## src/rtl/riscv_pkg.sv

```systemverilog
// Shared softcore definitions: instruction field ranges, opcodes, reset constants, fetch FSM encoding.
// Used by the fetch unit and the control decoder so both slice instructions identically.
package riscv_pkg;

  localparam logic [31:0] RESET_PC_DEFAULT  = 32'h0000_0000;
  localparam logic [31:0] NOP_INSTR_DEFAULT = 32'h0000_0013;  // ADDI x0,x0,0

  localparam int unsigned OPCODE_MSB = 6;
  localparam int unsigned OPCODE_LSB = 0;
  localparam int unsigned RD_MSB     = 11;
  localparam int unsigned RD_LSB     = 7;
  localparam int unsigned FUNCT3_MSB = 14;
  localparam int unsigned FUNCT3_LSB = 12;
  localparam int unsigned RS1_MSB    = 19;
  localparam int unsigned RS1_LSB    = 15;
  localparam int unsigned RS2_MSB    = 24;
  localparam int unsigned RS2_LSB    = 20;
  localparam int unsigned FUNCT7_MSB = 31;
  localparam int unsigned FUNCT7_LSB = 25;

  localparam logic [6:0] OPC_LOAD   = 7'h03;
  localparam logic [6:0] OPC_OP_IMM = 7'h13;
  localparam logic [6:0] OPC_AUIPC  = 7'h17;
  localparam logic [6:0] OPC_STORE  = 7'h23;
  localparam logic [6:0] OPC_OP     = 7'h33;
  localparam logic [6:0] OPC_LUI    = 7'h37;
  localparam logic [6:0] OPC_BRANCH = 7'h63;
  localparam logic [6:0] OPC_JALR   = 7'h67;
  localparam logic [6:0] OPC_JAL    = 7'h6F;
  localparam logic [6:0] OPC_SYSTEM = 7'h73;

  typedef logic [1:0] fetch_state_t;
  localparam fetch_state_t FS_IDLE = 2'd0;
  localparam fetch_state_t FS_REQ  = 2'd1;
  localparam fetch_state_t FS_WAIT = 2'd2;
  localparam fetch_state_t FS_HOLD = 2'd3;

endpackage

```

## src/rtl/instr_fetch_unit.sv

```systemverilog
// Fetch stage: one outstanding imem read, result held until decode takes it; 3-cycle fetch-to-fetch minimum.
// Decode backpressure (instr_ready_i low) parks the unit in HOLD with no new request; redirect squashes wrong-path data.
module instr_fetch_unit
  import riscv_pkg::*;
#(
  parameter logic [31:0] RESET_PC  = RESET_PC_DEFAULT,
  parameter logic [31:0] NOP_INSTR = NOP_INSTR_DEFAULT
) (
  input  logic        clk_i,
  input  logic        rst_n_i,
  output logic        imem_req_o,
  output logic [31:0] imem_addr_o,
  input  logic        imem_rvalid_i,
  input  logic [31:0] imem_rdata_i,
  input  logic        redirect_i,
  input  logic [31:0] redirect_pc_i,
  input  logic        instr_ready_i,
  output logic        instr_valid_o,
  output logic [31:0] instr_o,
  output logic [31:0] pc_o,
  output logic [6:0]  opcode_o,
  output logic [2:0]  funct3_o,
  output logic [6:0]  funct7_o,
  output logic [4:0]  rd_o,
  output logic [4:0]  rs1_o,
  output logic [4:0]  rs2_o,
  output logic        misalign_o
);

  fetch_state_t state_q, state_d;
  logic [31:0]  pc_q, pc_d;
  logic [31:0]  instr_q, instr_d;
  logic [31:0]  pc_out_q, pc_out_d;
  logic         kill_q, kill_d;
  logic         misalign_q, misalign_d;

  always_comb begin
    state_d    = state_q;
    pc_d       = pc_q;
    instr_d    = instr_q;
    pc_out_d   = pc_out_q;
    kill_d     = kill_q;
    misalign_d = redirect_i & (redirect_pc_i[1:0] != 2'b00);

    case (state_q)
      FS_IDLE: state_d = FS_REQ;
      FS_REQ: begin
        state_d = FS_WAIT;
        if (redirect_i) kill_d = 1'b1;
      end
      FS_WAIT: begin
        if (imem_rvalid_i) begin
          // A redirect arriving with the response kills it just like a pending kill does.
          if (kill_q || redirect_i) begin
            kill_d  = 1'b0;
            state_d = FS_REQ;
          end else begin
            instr_d  = imem_rdata_i;
            pc_out_d = pc_q;
            state_d  = FS_HOLD;
          end
        end else if (redirect_i) begin
          kill_d = 1'b1;
        end
      end
      FS_HOLD: begin
        if (redirect_i) begin
          state_d = FS_REQ;
        end else if (instr_ready_i) begin
          pc_d    = pc_q + 32'd4;
          state_d = FS_REQ;
        end
      end
      default: state_d = FS_IDLE;
    endcase

    if (redirect_i) pc_d = {redirect_pc_i[31:2], 2'b00};
  end

  always_ff @(posedge clk_i or negedge rst_n_i) begin
    if (!rst_n_i) begin
      state_q    <= FS_IDLE;
      pc_q       <= RESET_PC;
      instr_q    <= NOP_INSTR;
      pc_out_q   <= RESET_PC;
      kill_q     <= 1'b0;
      misalign_q <= 1'b0;
    end else begin
      state_q    <= state_d;
      pc_q       <= pc_d;
      instr_q    <= instr_d;
      pc_out_q   <= pc_out_d;
      kill_q     <= kill_d;
      misalign_q <= misalign_d;
    end
  end

  assign imem_req_o    = (state_q == FS_REQ);
  assign imem_addr_o   = pc_q;
  assign instr_valid_o = (state_q == FS_HOLD) & ~redirect_i;
  assign instr_o       = instr_q;
  assign pc_o          = pc_out_q;
  assign misalign_o    = misalign_q;

  assign opcode_o = instr_q[OPCODE_MSB:OPCODE_LSB];
  assign funct3_o = instr_q[FUNCT3_MSB:FUNCT3_LSB];
  assign funct7_o = instr_q[FUNCT7_MSB:FUNCT7_LSB];
  assign rd_o     = instr_q[RD_MSB:RD_LSB];
  assign rs1_o    = instr_q[RS1_MSB:RS1_LSB];
  assign rs2_o    = instr_q[RS2_MSB:RS2_LSB];

endmodule

```

## config.mk

```make
export PLATFORM = sky130hd
export DESIGN_NAME = instr_fetch_unit
export DESIGN_NICKNAME = d
export VERILOG_FILES = /design/src/rtl/riscv_pkg.sv /design/src/rtl/instr_fetch_unit.sv
export SDC_FILE = /design/constraint.sdc
export NUM_CORES = 1
export LEC_CHECK = 0
export BUFFER_PORTS_ARGS = -buffer_cell sky130_fd_sc_hd__buf_2
export CORE_MARGIN = 2
export CORE_UTILIZATION = 42
export DETAILED_ROUTE_END_ITERATION = 8
export PLACE_DENSITY = 0.72
export SETUP_SLACK_MARGIN = 0.15
export SLEW_MARGIN = 15
export SYNTH_ARGS = -nofsm -noshare
export SYNTH_HDL_FRONTEND = slang
export SYNTH_SLANG_ARGS = --single-unit
```

## constraint.sdc

```tcl
create_clock -name clk_i -period 4.3 [get_ports clk_i]
set_input_delay 0.43 -clock clk_i [delete_from_list [all_inputs] [get_ports clk_i]]
set_output_delay 0.43 -clock clk_i [all_outputs]
set_load 0.02 [all_outputs]
```

Yosys cells after proc, flatten, opt, wreduce, memory -nomap -nowiden --
Index checks and enable logic that the tools add are counted. Widths: inputs -> output; s select.
Word-level totals: flip-flop bits (word level) 100, bits in latches 0, memory bits (writable) 0, bits in read-only memories 0, input bits 69, output and inout port bits 131, logic and storage cells 39, memories 0
Operators by class: $add $sub $neg 1, multipliers 0, divide/modulo/power cells 0, magnitude comparators 0, eq/ne operators 6, shift operators 0, multiplexer cells 12, bitwise logic cells 4, reduce and logical (&&, ||, !) cells 10
Operator list (number):
- $mux 32 | 3
- $add 32x3->32 const B | 1
- $mux 2 | 4
- $pmux 2 s4 | 1
- $reduce_bool 2->1 | 4
- $ne 3x3->1 const B | 2
- $reduce_and 2->1 | 3
- $eq 2x2->1 const B | 2
- $mux 1 | 3
- $reduce_and 3->1 | 1
- $and 1x1->1 | 2
- $eq 2x1->1 const B | 1
- $logic_not 2->1 | 1
- $ne 2x2->1 const B | 1
- $not 1->1 | 2
- $pmux 1 s2 | 1
- $logic_or 1x1->1 | 1

Logic depth before layout (Yosys ltp) --
word-level depth 4, gate-level depth with buffers 7

Least setup slack after synthesis --
OpenSTA, ideal clock, no wires.
kind input to register, start point input redirect_i, end point register instr_q[10] (netlist: instr_o[10]), library setup time 0.125 ns, arrival 1.516 ns, path slack 2.660 ns, stages on the path 6, cell sequence clkbuf_8 nor2_1 and3_1 buf_2 buf_2 mux2_2
Between the ends: longest elaborated chain between the ends 3
Ends and longest elaborated chain:
- start, declared | line instr_fetch_unit.sv:15 | input logic redirect_i,
- $logic_or 1x1->1 | line instr_fetch_unit.sv:54 | if (kill_q || redirect_i) begin
- $not 1->1 (no line)
- $reduce_and 3->1 (no line)
- end signal, assigned | line instr_fetch_unit.sv:91 | instr_q <= instr_d;
- end, declared | line instr_fetch_unit.sv:32 | logic [31:0] instr_q, instr_d;
No other way between the ends. A chain may end at the register's enable or synchronous reset.

Worst setup path after layout --
start point input redirect_i, end point register pc_out_q[5] (netlist: pc_o[5])
Between the ends: longest elaborated chain between the ends 3
Ends and longest elaborated chain:
- $logic_or 1x1->1 | line instr_fetch_unit.sv:54
- $not 1->1 (no line)
- $reduce_and 3->1 (no line)
- end signal, assigned | line instr_fetch_unit.sv:92 | pc_out_q <= pc_out_d;
- end, declared | line instr_fetch_unit.sv:33 | logic [31:0] pc_out_q, pc_out_d;
No other way between the ends.

==> flow_summary.yaml <==
clock_network:
  cts_tree: "yes"
  clkSlewWorstSetupHoldPaths_ns: 0.09
  clock-sinks: 96
  htree_levels: 3
  cts_root_buffer: "clkbuf_8"
  cts_resized: 0
  holdBufCountCts: 0
  clockBufferDepth: 2
  clock_latency_ns: 0.36
  cts_setup_buffers: 0
  cts_buffers: 9
drt:
  drc: 0
  dr.pass1.iters: 6
  first_iter_violations: 125
  vias: 3348
  wl_met3_um: 777
  top_layer_used: "met4"
  ant_nets: 0
  wl_per_cell_um: 15.33
  via_per_inst: 4.859
  wl_met2_um: 5143
  wirelength_met1_um: 4550
  wirelength_um: 10560
logic_synthesis:
  ys_warn_count: 0
  synth_area_per_cell_um2: 11.93
  synth-seq-cells: 96
  synth_top_family_by_area: "multiplexers"
  synth-adder-area-share: 0.01087
  yosys.area_share.xor_xnor: 0.05516
  ys_types: 42
  synth_area_um2: 4604
  synthSimpleGateAreaFrac: 0.1234
  syn_inst: 386
  synth_compound_area_frac: 0.04212
  synth_mux_area_frac: 0.1584
  ys_seq_area_frac: 0.5226
placed_design:
  dp_slack_ns: 1.368
  finalWeightedCongestion: 0.7511
  placed_area_um2: 5409
  dpl.hpwl_um: 8012
  place.port_buffers: 195
floorplan:
  dieArea_um2: 11820
  start_util: 0.4285
  num_rows: 38
  die_h_um: 108.7
  chipWidth_um: 108.7
  core_um2: 10750
  ios: 200
timing:
  post-route-min-period_ns: 2.482
  setup_ws_ns: 1.818
  setup_viol: 0
  tns_ns: 0
  fmax_mhz: 402.9
  maxSlewHeadroom: 0.3421
  tightest_slew_ns: 0.9868
  finalCritPeriodShare: 0.5772
  report.final.slew_viol_count: 0
  clock_skew_ns: 0.01121
  hold_viol: 0
  rsz0062_at_grt: "no"
global_routing:
  grt_pass1_vias: 3109
  overflow: 0
  track_usage: 0.1760
  antenna_found_initial: 0
  grt_pass1_wl_um: 15830
  grt_max_degree: 64
setup_path:
  timing.critical_path.buf_inv: 2
  worstPathCellList: "buf_2 > nor2_1 > and3_2 > buf_4 > mux2_2"
  end_kind: "flip-flop"
  cp_slowest_cell: "and3_2"
  path_max_fanout: 63
  cp_data_required_time_ns: 4.54
  critPathArrivalTime_ns: 2.73
  crit_family: "simple AND/OR/NAND/NOR gates"
  crit_path_start_kind: "primary input"
  timing_worst_setup_path_type: "in -> reg"
  max_stage_delay_ns: 0.78
power_and_ir_drop:
  seqPwrFrac: 0.442
  p_sw_mw: 1.184
  p_leak_nw: 2.966
  power_per_cell_area_nw_per_um2: 537.2
  pwr-share-comb: 0.380
  p_sw_frac: 0.3945
  internal_power_mw: 1.817
  peakVddDrop_uv: 258.3
  clock_power_share: 0.178
status:
  status: "completed"
final_layout:
  drive_gt1_frac: 0.5410
  utilization: 0.5199
  area_growth_pct: 21.33
  nets: 617
  antennaDiodeCount: 0
  layout_commonest_cell: "buf_2"
  finish.instance_area_um2: 5587
  layout_common_cells: "buf_2, dfrtp_1, mux2_2, nand2_1, o21ai_0"
flow_run:
  max_cap_viol_count: 0
hold_path:
  hp-class: "in -> async"
stage by stage:
| stage | std cells | power (mW) | hold WS (ns) |
|---|---|---|---|
| floorplan | 389 | 2.154 | 0.1344 |
| global placement | 673 | 2.468 | 0.4844 |
| detailed placement | 673 | 2.502 | 0.4899 |
| CTS | 689 | 3.043 | 0.1416 |
| global route | 689 | 3.189 | 0.1601 |
| finish | 689 | 3.001 | 0.1061 |
cells in the mapped netlist (all sizes together):
cell / instances / share of area
a21oi: 2 / 0.0022
a22oi: 1 / 0.0016
and2: 3 / 0.0041
and2b: 1 / 0.0019
and3: 9 / 0.013
and4: 4 / 0.0082
buf: 46 / 0.071
clkbuf: 5 / 0.0062
clkdlybuf4s15: 1 / 0.0022
conb: 1 / 0.00081
dfrtp: 93 / 0.51
dfstp: 3 / 0.017
dlymetal6s2s: 1 / 0.0027
ha: 4 / 0.011
inv: 6 / 0.0049
mux2: 63 / 0.15
mux2i: 2 / 0.0043
nand2: 45 / 0.038
nand3: 10 / 0.014
nand4: 7 / 0.014
nor2: 4 / 0.0033
nor2b: 1 / 0.0014
nor3: 6 / 0.0065
nor3b: 1 / 0.0016
nor4: 5 / 0.015
o21a: 1 / 0.0016
o21ai: 29 / 0.032
o221ai: 2 / 0.0052
or2: 1 / 0.0019
xnor2: 18 / 0.034
xor2: 11 / 0.021
flip-flops by register name, indices dropped and copies added, names as in the netlist:
register     cells
pc_o            30
imem_addr_o     30
misalign_o       1
state_q          2
kill_q           1
instr_o         32
cells by family (layout without fill, tap and decap cells):
logic type               after synthesis  after routing
XOR/XNOR                              29             29
buffers and inverters                 59            219
multiplexers                          65             65
flip-flops                            96             96
AND/OR/NAND/NOR                       97             97
adder cells (fa/ha/maj)                4              4
other                                  1              4
AO/OA/AOI/OAI                         35             35
layer usage:
metal	GRT usage	vias to the layer above
met2	0.2942	135
li1	-	1599
met3	0.04304	6
met4	0.04853	0
met5	0	-
met1	0.2286	1608
final cells by class:
cell class | count | area (um2)
Fill cell | 989 | 5159
Sequential cell | 96 | 2406
Multi-Input combinational cell | 234 | 1812
Timing Repair Buffer | 197 | 993.5
Tap cell | 140 | 175.2
Clock buffer | 9 | 123.9
Clock inverter | 7 | 53.80
Inverter | 6 | 22.52
final timing paths:
path                                   start         endpoint  slack, ns  cells past startpoint
max in group asynchronous            rst_n_i      instr_o[20]       3.18                      2
max                               redirect_i          pc_o[5]       1.82                      5
min in group clk_i         redirect_pc_i[16]  imem_addr_o[16]       0.26                      3
min                                  rst_n_i   imem_addr_o[6]       0.11                      1
min reg2reg                         pc_o[29]         pc_o[29]       0.51                      1
max reg2reg                       state_q[0]          pc_o[5]       1.83                      5
power by group through the flow:
stage / clock network (mW) / registers, mW / logic, mW
CTS: 0.557 / 1.33 / 1.16
floorplan: 0 / 1.62 / 0.529
global route: 0.597 / 1.37 / 1.22
finish: 0.534 / 1.33 / 1.14
detailed placement: 0 / 1.35 / 1.15
global placement: 0 / 1.33 / 1.13
(Power assumes the default switching activity.)
